===== src/rtl/instruction_fetch_queue_pkg.sv =====
// Shared fetch-path widths; must match the instruction ROM and MiniAlu decode.
package instruction_fetch_queue_pkg;

    localparam int IFQ_ADDR_W  = 16;
    localparam int IFQ_INSTR_W = 28;
    localparam int IFQ_DEPTH   = 4;

    localparam logic [IFQ_ADDR_W-1:0] RESET_VECTOR = '0;

endpackage


===== src/rtl/instruction_fetch_queue_if.sv =====
// Fetch queue bus: ROM port, fetch/redirect control, and decode valid/ready.
interface instruction_fetch_queue_if
    import instruction_fetch_queue_pkg::*;
#(
    parameter int ADDR_W  = IFQ_ADDR_W,
    parameter int INSTR_W = IFQ_INSTR_W
);
    logic [ADDR_W-1:0]  oRomAddress;
    logic [INSTR_W-1:0] iRomInstruction;
    logic               iFetchEnable;
    logic               iBranchTaken;
    logic [ADDR_W-1:0]  iBranchTarget;
    logic [INSTR_W-1:0] oInstruction;
    logic [ADDR_W-1:0]  oInstrAddress;
    logic               oValid;
    logic               iReady;
    logic               oFull;
    logic               oEmpty;

    modport master (
        output oRomAddress, oInstruction, oInstrAddress, oValid, oFull, oEmpty,
        input  iRomInstruction, iFetchEnable, iBranchTaken, iBranchTarget, iReady
    );

    modport slave (
        input  oRomAddress, oInstruction, oInstrAddress, oValid, oFull, oEmpty,
        output iRomInstruction, iFetchEnable, iBranchTaken, iBranchTarget, iReady
    );

endinterface


===== src/rtl/instruction_fetch_queue_fetch_fifo_flush.sv =====
// Circular FIFO with synchronous flush; head data is combinational from storage.
// Flush wins over push/pop in the same cycle; storage itself is never reset.
module fetch_fifo_flush #(
    parameter int DEPTH  = 4,
    parameter int DATA_W = 44
) (
    input  logic                       clk,
    input  logic                       rst_n,
    input  logic                       flush_i,
    input  logic                       push_i,
    input  logic [DATA_W-1:0]          push_dat_i,
    input  logic                       pop_i,
    output logic [DATA_W-1:0]          head_dat_o,
    output logic [$clog2(DEPTH):0]     count_o,
    output logic                       full_o,
    output logic                       empty_o
);
    localparam int PTR_W = $clog2(DEPTH);
    localparam int CNT_W = PTR_W + 1;

    logic [DATA_W-1:0] mem_q [DEPTH];
    logic [PTR_W-1:0]  head_q, head_d;
    logic [PTR_W-1:0]  tail_q, tail_d;
    logic [CNT_W-1:0]  count_q, count_d;

    always_comb begin
        head_d  = head_q;
        tail_d  = tail_q;
        count_d = count_q;
        if (flush_i) begin
            head_d  = '0;
            tail_d  = '0;
            count_d = '0;
        end else begin
            if (push_i) tail_d = tail_q + 1'b1;
            if (pop_i)  head_d = head_q + 1'b1;
            case ({push_i, pop_i})
                2'b10:   count_d = count_q + 1'b1;
                2'b01:   count_d = count_q - 1'b1;
                default: count_d = count_q;
            endcase
        end
    end

    always_ff @(posedge clk or negedge rst_n) begin
        if (!rst_n) begin
            head_q  <= '0;
            tail_q  <= '0;
            count_q <= '0;
        end else begin
            head_q  <= head_d;
            tail_q  <= tail_d;
            count_q <= count_d;
        end
    end

    always_ff @(posedge clk) begin
        if (push_i && !flush_i) mem_q[tail_q] <= push_dat_i;
    end

    assign head_dat_o = mem_q[head_q];
    assign count_o    = count_q;
    assign full_o     = (count_q == CNT_W'(DEPTH));
    assign empty_o    = (count_q == '0);

endmodule


===== src/rtl/instruction_fetch_queue.sv =====
// Fetch stage: owns the PC, pushes {PC, ROM word} into a small queue for decode.
// A taken branch flushes the queue and redirects the PC, taking priority over push/pop.
module instruction_fetch_queue
    import instruction_fetch_queue_pkg::*;
#(
    parameter int DEPTH   = IFQ_DEPTH,
    parameter int ADDR_W  = IFQ_ADDR_W,
    parameter int INSTR_W = IFQ_INSTR_W
) (
    input  logic                  Clock,
    input  logic                  Reset,
    instruction_fetch_queue_if.master bus
);
    localparam int DATA_W = ADDR_W + INSTR_W;

    logic [ADDR_W-1:0]         pc_q, pc_d;
    logic [DATA_W-1:0]         head_dat;
    logic [$clog2(DEPTH):0]    count;
    logic                      fifo_full;
    logic                      fifo_empty;
    logic                      valid;
    logic                      pop;
    logic                      push;

    // oValid is masked by the redirect so decode never consumes a doomed entry.
    assign valid = !fifo_empty && !bus.iBranchTaken;
    assign pop   = valid && bus.iReady;
    assign push  = bus.iFetchEnable && !bus.iBranchTaken && (!fifo_full || pop);

    always_comb begin
        pc_d = pc_q;
        if (bus.iBranchTaken) pc_d = bus.iBranchTarget;
        else if (push)        pc_d = pc_q + 1'b1;
    end

    always_ff @(posedge Clock or negedge Reset) begin
        if (!Reset) pc_q <= ADDR_W'(RESET_VECTOR);
        else        pc_q <= pc_d;
    end

    fetch_fifo_flush #(
        .DEPTH  (DEPTH),
        .DATA_W (DATA_W)
    ) u_fifo (
        .clk        (Clock),
        .rst_n      (Reset),
        .flush_i    (bus.iBranchTaken),
        .push_i     (push),
        .push_dat_i ({pc_q, bus.iRomInstruction}),
        .pop_i      (pop),
        .head_dat_o (head_dat),
        .count_o    (count),
        .full_o     (fifo_full),
        .empty_o    (fifo_empty)
    );

    assign bus.oRomAddress   = pc_q;
    assign bus.oInstrAddress = head_dat[DATA_W-1:INSTR_W];
    assign bus.oInstruction  = head_dat[INSTR_W-1:0];
    assign bus.oValid        = valid;
    assign bus.oFull         = fifo_full;
    assign bus.oEmpty        = fifo_empty;

    logic unused_count;
    assign unused_count = ^count;

endmodule


===== src/flat_wrapper.sv =====
// flat-port wrapper written by rule: the top's interface ports become plain ports
module instruction_fetch_queue_flat import instruction_fetch_queue_pkg::*;
#(
    parameter int DEPTH   = IFQ_DEPTH,
    parameter int ADDR_W  = IFQ_ADDR_W,
    parameter int INSTR_W = IFQ_INSTR_W
)
  (Clock, Reset, bus_oRomAddress, bus_oInstruction, bus_oInstrAddress, bus_oValid, bus_oFull, bus_oEmpty, bus_iRomInstruction, bus_iFetchEnable, bus_iBranchTaken, bus_iBranchTarget, bus_iReady);
  instruction_fetch_queue_if #(.ADDR_W(ADDR_W), .INSTR_W(INSTR_W)) bus_i ();
  input  logic Clock;
  input  logic Reset;
  output wire logic [$bits(bus_i.oRomAddress)-1:0] bus_oRomAddress;
  output wire logic [$bits(bus_i.oInstruction)-1:0] bus_oInstruction;
  output wire logic [$bits(bus_i.oInstrAddress)-1:0] bus_oInstrAddress;
  output wire logic [$bits(bus_i.oValid)-1:0] bus_oValid;
  output wire logic [$bits(bus_i.oFull)-1:0] bus_oFull;
  output wire logic [$bits(bus_i.oEmpty)-1:0] bus_oEmpty;
  input wire logic [$bits(bus_i.iRomInstruction)-1:0] bus_iRomInstruction;
  input wire logic [$bits(bus_i.iFetchEnable)-1:0] bus_iFetchEnable;
  input wire logic [$bits(bus_i.iBranchTaken)-1:0] bus_iBranchTaken;
  input wire logic [$bits(bus_i.iBranchTarget)-1:0] bus_iBranchTarget;
  input wire logic [$bits(bus_i.iReady)-1:0] bus_iReady;
  assign bus_oRomAddress = bus_i.oRomAddress;
  assign bus_oInstruction = bus_i.oInstruction;
  assign bus_oInstrAddress = bus_i.oInstrAddress;
  assign bus_oValid = bus_i.oValid;
  assign bus_oFull = bus_i.oFull;
  assign bus_oEmpty = bus_i.oEmpty;
  assign bus_i.iRomInstruction = bus_iRomInstruction;
  assign bus_i.iFetchEnable = bus_iFetchEnable;
  assign bus_i.iBranchTaken = bus_iBranchTaken;
  assign bus_i.iBranchTarget = bus_iBranchTarget;
  assign bus_i.iReady = bus_iReady;
  instruction_fetch_queue #(.DEPTH(DEPTH), .ADDR_W(ADDR_W), .INSTR_W(INSTR_W)) u_core (.Clock(Clock), .Reset(Reset), .bus(bus_i));
endmodule

===== config.mk =====
export PLATFORM = sky130hd
export DESIGN_NAME = instruction_fetch_queue_flat
export DESIGN_NICKNAME = d
export VERILOG_FILES = /design/src/rtl/instruction_fetch_queue_pkg.sv /design/src/rtl/instruction_fetch_queue_if.sv /design/src/rtl/instruction_fetch_queue_fetch_fifo_flush.sv /design/src/rtl/instruction_fetch_queue.sv /design/src/flat_wrapper.sv
export SDC_FILE = /design/constraint.sdc
export NUM_CORES = 1
export LEC_CHECK = 0
export ABC_AREA = 1
export BUFFER_PORTS_ARGS = -buffer_cell sky130_fd_sc_hd__buf_2
export CAP_MARGIN = 5
export CORE_MARGIN = 1.5
export CORE_UTILIZATION = 48
export CTS_CLUSTER_DIAMETER = 100
export DETAILED_ROUTE_END_ITERATION = 12
export PLACE_DENSITY_LB_ADDON = 0.15
export SYNTH_ARGS = -nofsm -noshare
export SYNTH_HDL_FRONTEND = slang
export SYNTH_SLANG_ARGS = --single-unit

===== constraint.sdc =====
create_clock -name Clock -period 8 [get_ports Clock]
set_input_delay 1.6 -clock Clock [delete_from_list [all_inputs] [get_ports Clock]]
set_output_delay 1.6 -clock Clock [all_outputs]
set_load 0.1 [all_outputs]

### After elaboration in Yosys (flattened, before gate mapping)

Memory sizes are Yosys's and may differ from the RTL's.
Index checks and enable logic that the tools add are counted.
W data, S select, Z words.

* register bits after elaboration: 23
* latch bits: 0
* RAM bits: 176
* bits in read-only memories: 0
* memories kept: 1

* add/subtract/negate cells: 5
* multipliers: 0
* divide/modulo/power cells: 0
* order comparisons: 0
* eq/ne operators: 3
* shift operators: 0
* multiplexer cells: 10
* bitwise operators: 0
* reduce and logical (&&, ||, !) cells: 13

Memory list
* u_core.u_fifo.mem_q: words 4, width 44, rd ports 1, clocked after Yosys merged registers in 0, wr ports 1, line instruction_fetch_queue_fetch_fifo_flush.sv:21 `logic [DATA_W-1:0] mem_q [DEPTH];`

Operator list (count)
* $mux W16: 2
* $add A16 B1 Y16 const B: 1
* $mux W2: 4
* $pmux W3 S2: 1
* $logic_and A1 B1 Y1: 5
* $add A2 B1 Y2 const B: 2
* $reduce_bool A2 Y1: 2
* $add A3 B1 Y3 const B: 1
* $eq A3 B3 Y1 const B: 1
* $logic_not A1 Y1: 3
* $logic_not A3 Y1: 1
* $mux W3: 1
* $reduce_bool A3 Y1: 1
* $sub A3 B1 Y3 const B: 1
* $eq A2 B1 Y1 const B: 1
* $eq A2 B2 Y1 const B: 1
* $mux W1: 2
* $logic_or A1 B1 Y1: 1

### Longest topological paths before layout

* depth after elaboration: 9
* depth in mapped cells: 10
* mapped depth without buffers: 10

### Hierarchy

From an unflattened synthesis, not the netlist that was laid out.

* cell total of the unflattened synthesis: 665
* area, all modules: 8290.5 µm²

By module, submodules not included
* fetch_fifo_flush: times used 1, cells each 485, area an instance 7035.5 µm², seq. area each 5460.2 µm²
* instruction_fetch_queue: times used 1, cells each 180, area an instance 1255.0 µm², seq. area each 400.4 µm²

### Least setup slack after synthesis

No wires, ideal clock.

* path kind: input to output
* start: input bus_iBranchTaken
* end: output bus_oValid
* arrival: 3.228 ns
* data required time: 6.400 ns
* slack: 3.172 ns
* stages on the path: 3
* buffers on the path: 2
* cells stage by stage: buf_2 -> buf_1 -> nor2_1

* word-level cells in the longest chain between the ends: 2

RTL lines
* from (decl): line flat_wrapper.sv:20 `input wire logic [$bits(bus_i.iBranchTaken)-1:0] bus_iBranchTaken;`
* $logic_not A1 Y1: line instruction_fetch_queue.sv:26 `assign valid = !fifo_empty && !bus.iBranchTaken;`
* $logic_and A1 B1 Y1: line instruction_fetch_queue.sv:26
* to (decl): line flat_wrapper.sv:15 `output wire logic [$bits(bus_i.oValid)-1:0] bus_oValid;`

No other way between the ends.

### Worst setup path after layout

* start: register u_core.u_fifo.head_q[1]
* end: output bus_oInstrAddress[5]

* word-level cells in the longest chain between the ends: 1

RTL lines
* from (decl): line instruction_fetch_queue_fetch_fifo_flush.sv:22 `logic [PTR_W-1:0] head_q, head_d;`
* from (signal assigned): line instruction_fetch_queue_fetch_fifo_flush.sv:47 `head_q <= '0;`
* from (signal assigned): line instruction_fetch_queue_fetch_fifo_flush.sv:51 `head_q <= head_d;`
* $mem_v2 Z4 W44
* to (decl): line flat_wrapper.sv:14 `output wire logic [$bits(bus_i.oInstrAddress)-1:0] bus_oInstrAddress;`

No other way between the ends.

==> reports/summary.txt <==
number of warnings issued by yosys: 0
top cells by area, synth: edfxtp_1 (65%), dfrtp_1 (7.1%), o21ai_0 (6.0%)
die width: 133.1 um
RR Startpoint: u_core.u_fifo.count_o[0]
leading area contributor after synthesis: edfxtp_1
switching share of total power: 45.05%
Adder-Cell Fraction of Synth Area: 1.016%
DRT iter0 DRCs: 344
total CTS buffers: 17
mux cell area share after synthesis: 0%
number of diodes: 0
H-tree levels: 4
first-pass GRT wire length: 26,820 um
fraction of the mapped netlist area in compound gates: 10.02%
minimum clock period: 4.468 ns
Req. time, crit path: 6.40 ns
HPWL after DPL: 9898 um
Reg2Reg Depth: 5
Fmax: 223.8 MHz
Root Buffer: clkbuf_16
post-synth top area share: 65.00%
syn_area_per_cell: 12.23 um2
WL/cell: 16.98 um
via density per instance: 5.344
crit start category: flop
power density over the cells: 366.6 nW/um2
final WL: 16,970 um
Core Rows: 47
total grt overflow: 0
# hold bufs at CTS: 0
IO Port Bufs: 111
setup TNS: 0 ns
RSZ-0062 raised after global routing: no
Critical Path Sink Type: output port
vias in the first global route: 5,204
gr usage total: 19.78%
Max VDD drop: 274.2 uV
postcts setup bufs: 0
Worst-path clk slew: 0.06 ns
combinational fraction of design power: 39.1%
layout cells sized above 1: 22.34%
design area: 9445 um2
clock power share: 23.8%
Die Area: 17,730 um2
CTS Sinks: 199
clk buf depth: 2
Post-Syn Instances: 665
post-synthesis cell area: 8130 um2
Int Power: 1902 uW
net load switching power: 1560 uW
initial antenna violation count: 0
Yosys reg bits: 199
distinct cell type count after synthesis: 35
DRC viols: 0
P_leak: 0.003548 uW
Worst Skew: 0.006366 ns
Reg-to-Reg End: u_core.u_fifo.mem_q[2][30]
core box area: 16,580 um2
initial core utilization: 49.03%
Worst EP arrival: 2.87 ns
Critical Path End: bus_oInstrAddress[5]
post-CTS resize count: 0
Die Ht: 133.1 um
XOR/XNOR share of the synthesized area: 0.3232%
Hold Vio Cnt, Final: 0
CTS tree: built
Worst Tran Pin Value: 0.8712 ns
dpl cell area: 8877 um2
Max-Cap Viols: 0
post-route ant nets: 0
largest family of logic cells by synthesized area: simple AND/OR/NAND/NOR gates
post-synth net total: 720
count of final setup violators: 0
Simple-Gate Fraction of Synth Area: 13.11%
Layout area overhead: 16.17%
clk_lat worst skew: 0.43 ns
Worst Path Max Fanout: 46
Crit Path Class: reg2out
fin. max-slew vios: 0
Final period util: 55.84%
outcome: finished clean
vias: 5,339
flop2flop setup slack: 5.77 ns
count of nets after finishing: 823
routability cong.: 0.8483
worst setup path start: u_core.u_fifo.head_q[1]
# IOs: 112
post-synthesis sequential area ratio: 72.08%
DR pass1 iterations: 4
Slew HR: 41.92%
sequential power share: 37.2%
largest net degree at the start of global routing: 89
Hold WC Path Type: reg2reg
layout make-up:
type	count	area (um2)
clock inverter	10	131.4
fill	1411	7138
sequential	199	5863
multi-input combinational	402	2019
tap	220	275.3
timing repair buffer	117	600.6
inverter	31	118.9
clock buffer	20	436.7
logic make-up (layout without fill, tap and decap cells):
logic type	count (synthesis)	in the layout
XOR/XNOR	3	3
AND/OR/NAND/NOR	245	245
flip-flops	199	199
adder cells (fa/ha/maj)	6	6
buffers and inverters	64	178
AO/OA/AOI/OAI	148	148
worst min path at each step:
stage                               from                    endpoint  slack, ns  depth (start not counted)
3_5_place_dp   u_core.bus.oRomAddress[0]  u_core.u_fifo.mem_q[3][28]       0.63                          0
5_1_grt         u_core.u_fifo.count_o[2]    u_core.u_fifo.count_o[2]       0.67                          2
2_1_floorplan   u_core.u_fifo.count_o[2]    u_core.u_fifo.count_o[2]       0.57                          2
6_report         u_core.u_fifo.tail_q[1]     u_core.u_fifo.tail_q[1]       0.63                          2
3_3_place_gp     u_core.u_fifo.tail_q[1]     u_core.u_fifo.tail_q[1]       0.60                          2
4_1_cts         u_core.u_fifo.count_o[2]    u_core.u_fifo.count_o[2]       0.64                          2
worst max-delay path, cell delays in order, from the launching register on:
cell and delay [ns]:
dfrtp_2 0.73, inv_2 0.74, o21ai_0 0.22, o22ai_1 0.25, buf_2 0.48
power by group through the flow:
stage	clock [uW]	sequential, uW	combinational, uW
6_report	823	1290	1350
3_3_place_gp	0	1300	1350
5_1_grt	877	1300	1420
2_1_floorplan	0	1380	1050
3_5_place_dp	0	1310	1360
4_1_cts	836	1290	1360
cell usage after synthesis, drive strengths merged:
cell type  number
o21bai          2
o22ai          44
clkinv          1
fa              1
or2             4
xor2            2
clkbuf         16
inv            30
nor3            1
xnor2           1
edfxtp        176
nand3          34
o21ai          97
a31oi           1
buf            17
o211ai          3
ha              5
nand3b          1
nand2          84
a21oi           1
nor2          117
nand4           4
dfrtp          23
state kept, by name, summed over array words and instances, names as in the netlist:
| name | cells |
|---|---|
| u_core.u_fifo.count_o | 3 |
| u_core.u_fifo.head_q | 2 |
| u_core.u_fifo.tail_q | 2 |
| u_core.u_fifo.mem_q | 176 |
| u_core.bus.oRomAddress | 16 |
layer usage:
metal / vias to the layer above / GRT usage, % / wire, um
met5: - / 0 / 0
met2: 142 / 32.23 / 8194
met4: 0 / 7.307 / 244
met3: 18 / 3.501 / 927
li1: 2587 / - / -
met1: 2592 / 26.97 / 7598
stage by stage:
stage	util [%]	hold slack (ns)	instances	total power, uW	setup WS (ns)
6_report	56.96	0.6338	999	3462	3.532
5_1_grt	56.96	0.6659	999	3595	3.342
3_3_place_gp	53.53	0.6036	969	2653	3.951
3_5_place_dp	53.53	0.6254	969	2667	3.900
2_1_floorplan	-	0.5737	665	2439	3.172
4_1_cts	56.96	0.6414	999	3484	3.450
cell usage in the layout (no fill, tap or decap), types with 2 or more instances in the layout:
cell type	n
buf_2	111
buf_4	6
bufinv_16	3
clkbuf_1	3
clkbuf_16	17
clkinv_1	3
clkinv_2	2
clkinvlp_4	2
dfrtp_1	21
dfrtp_2	2
edfxtp_1	176
ha_1	5
inv_1	25
inv_2	4
nand2_1	77
nand2_2	5
nand3_1	28
nand3_2	6
nand4_1	4
nor2_1	110
nor2_2	2
nor2_4	5
o211ai_1	2
o21ai_0	97
o21bai_1	2
o22ai_1	44
or2_2	4
xor2_1	2
Note: power is estimated with default switching activity, not from simulation.
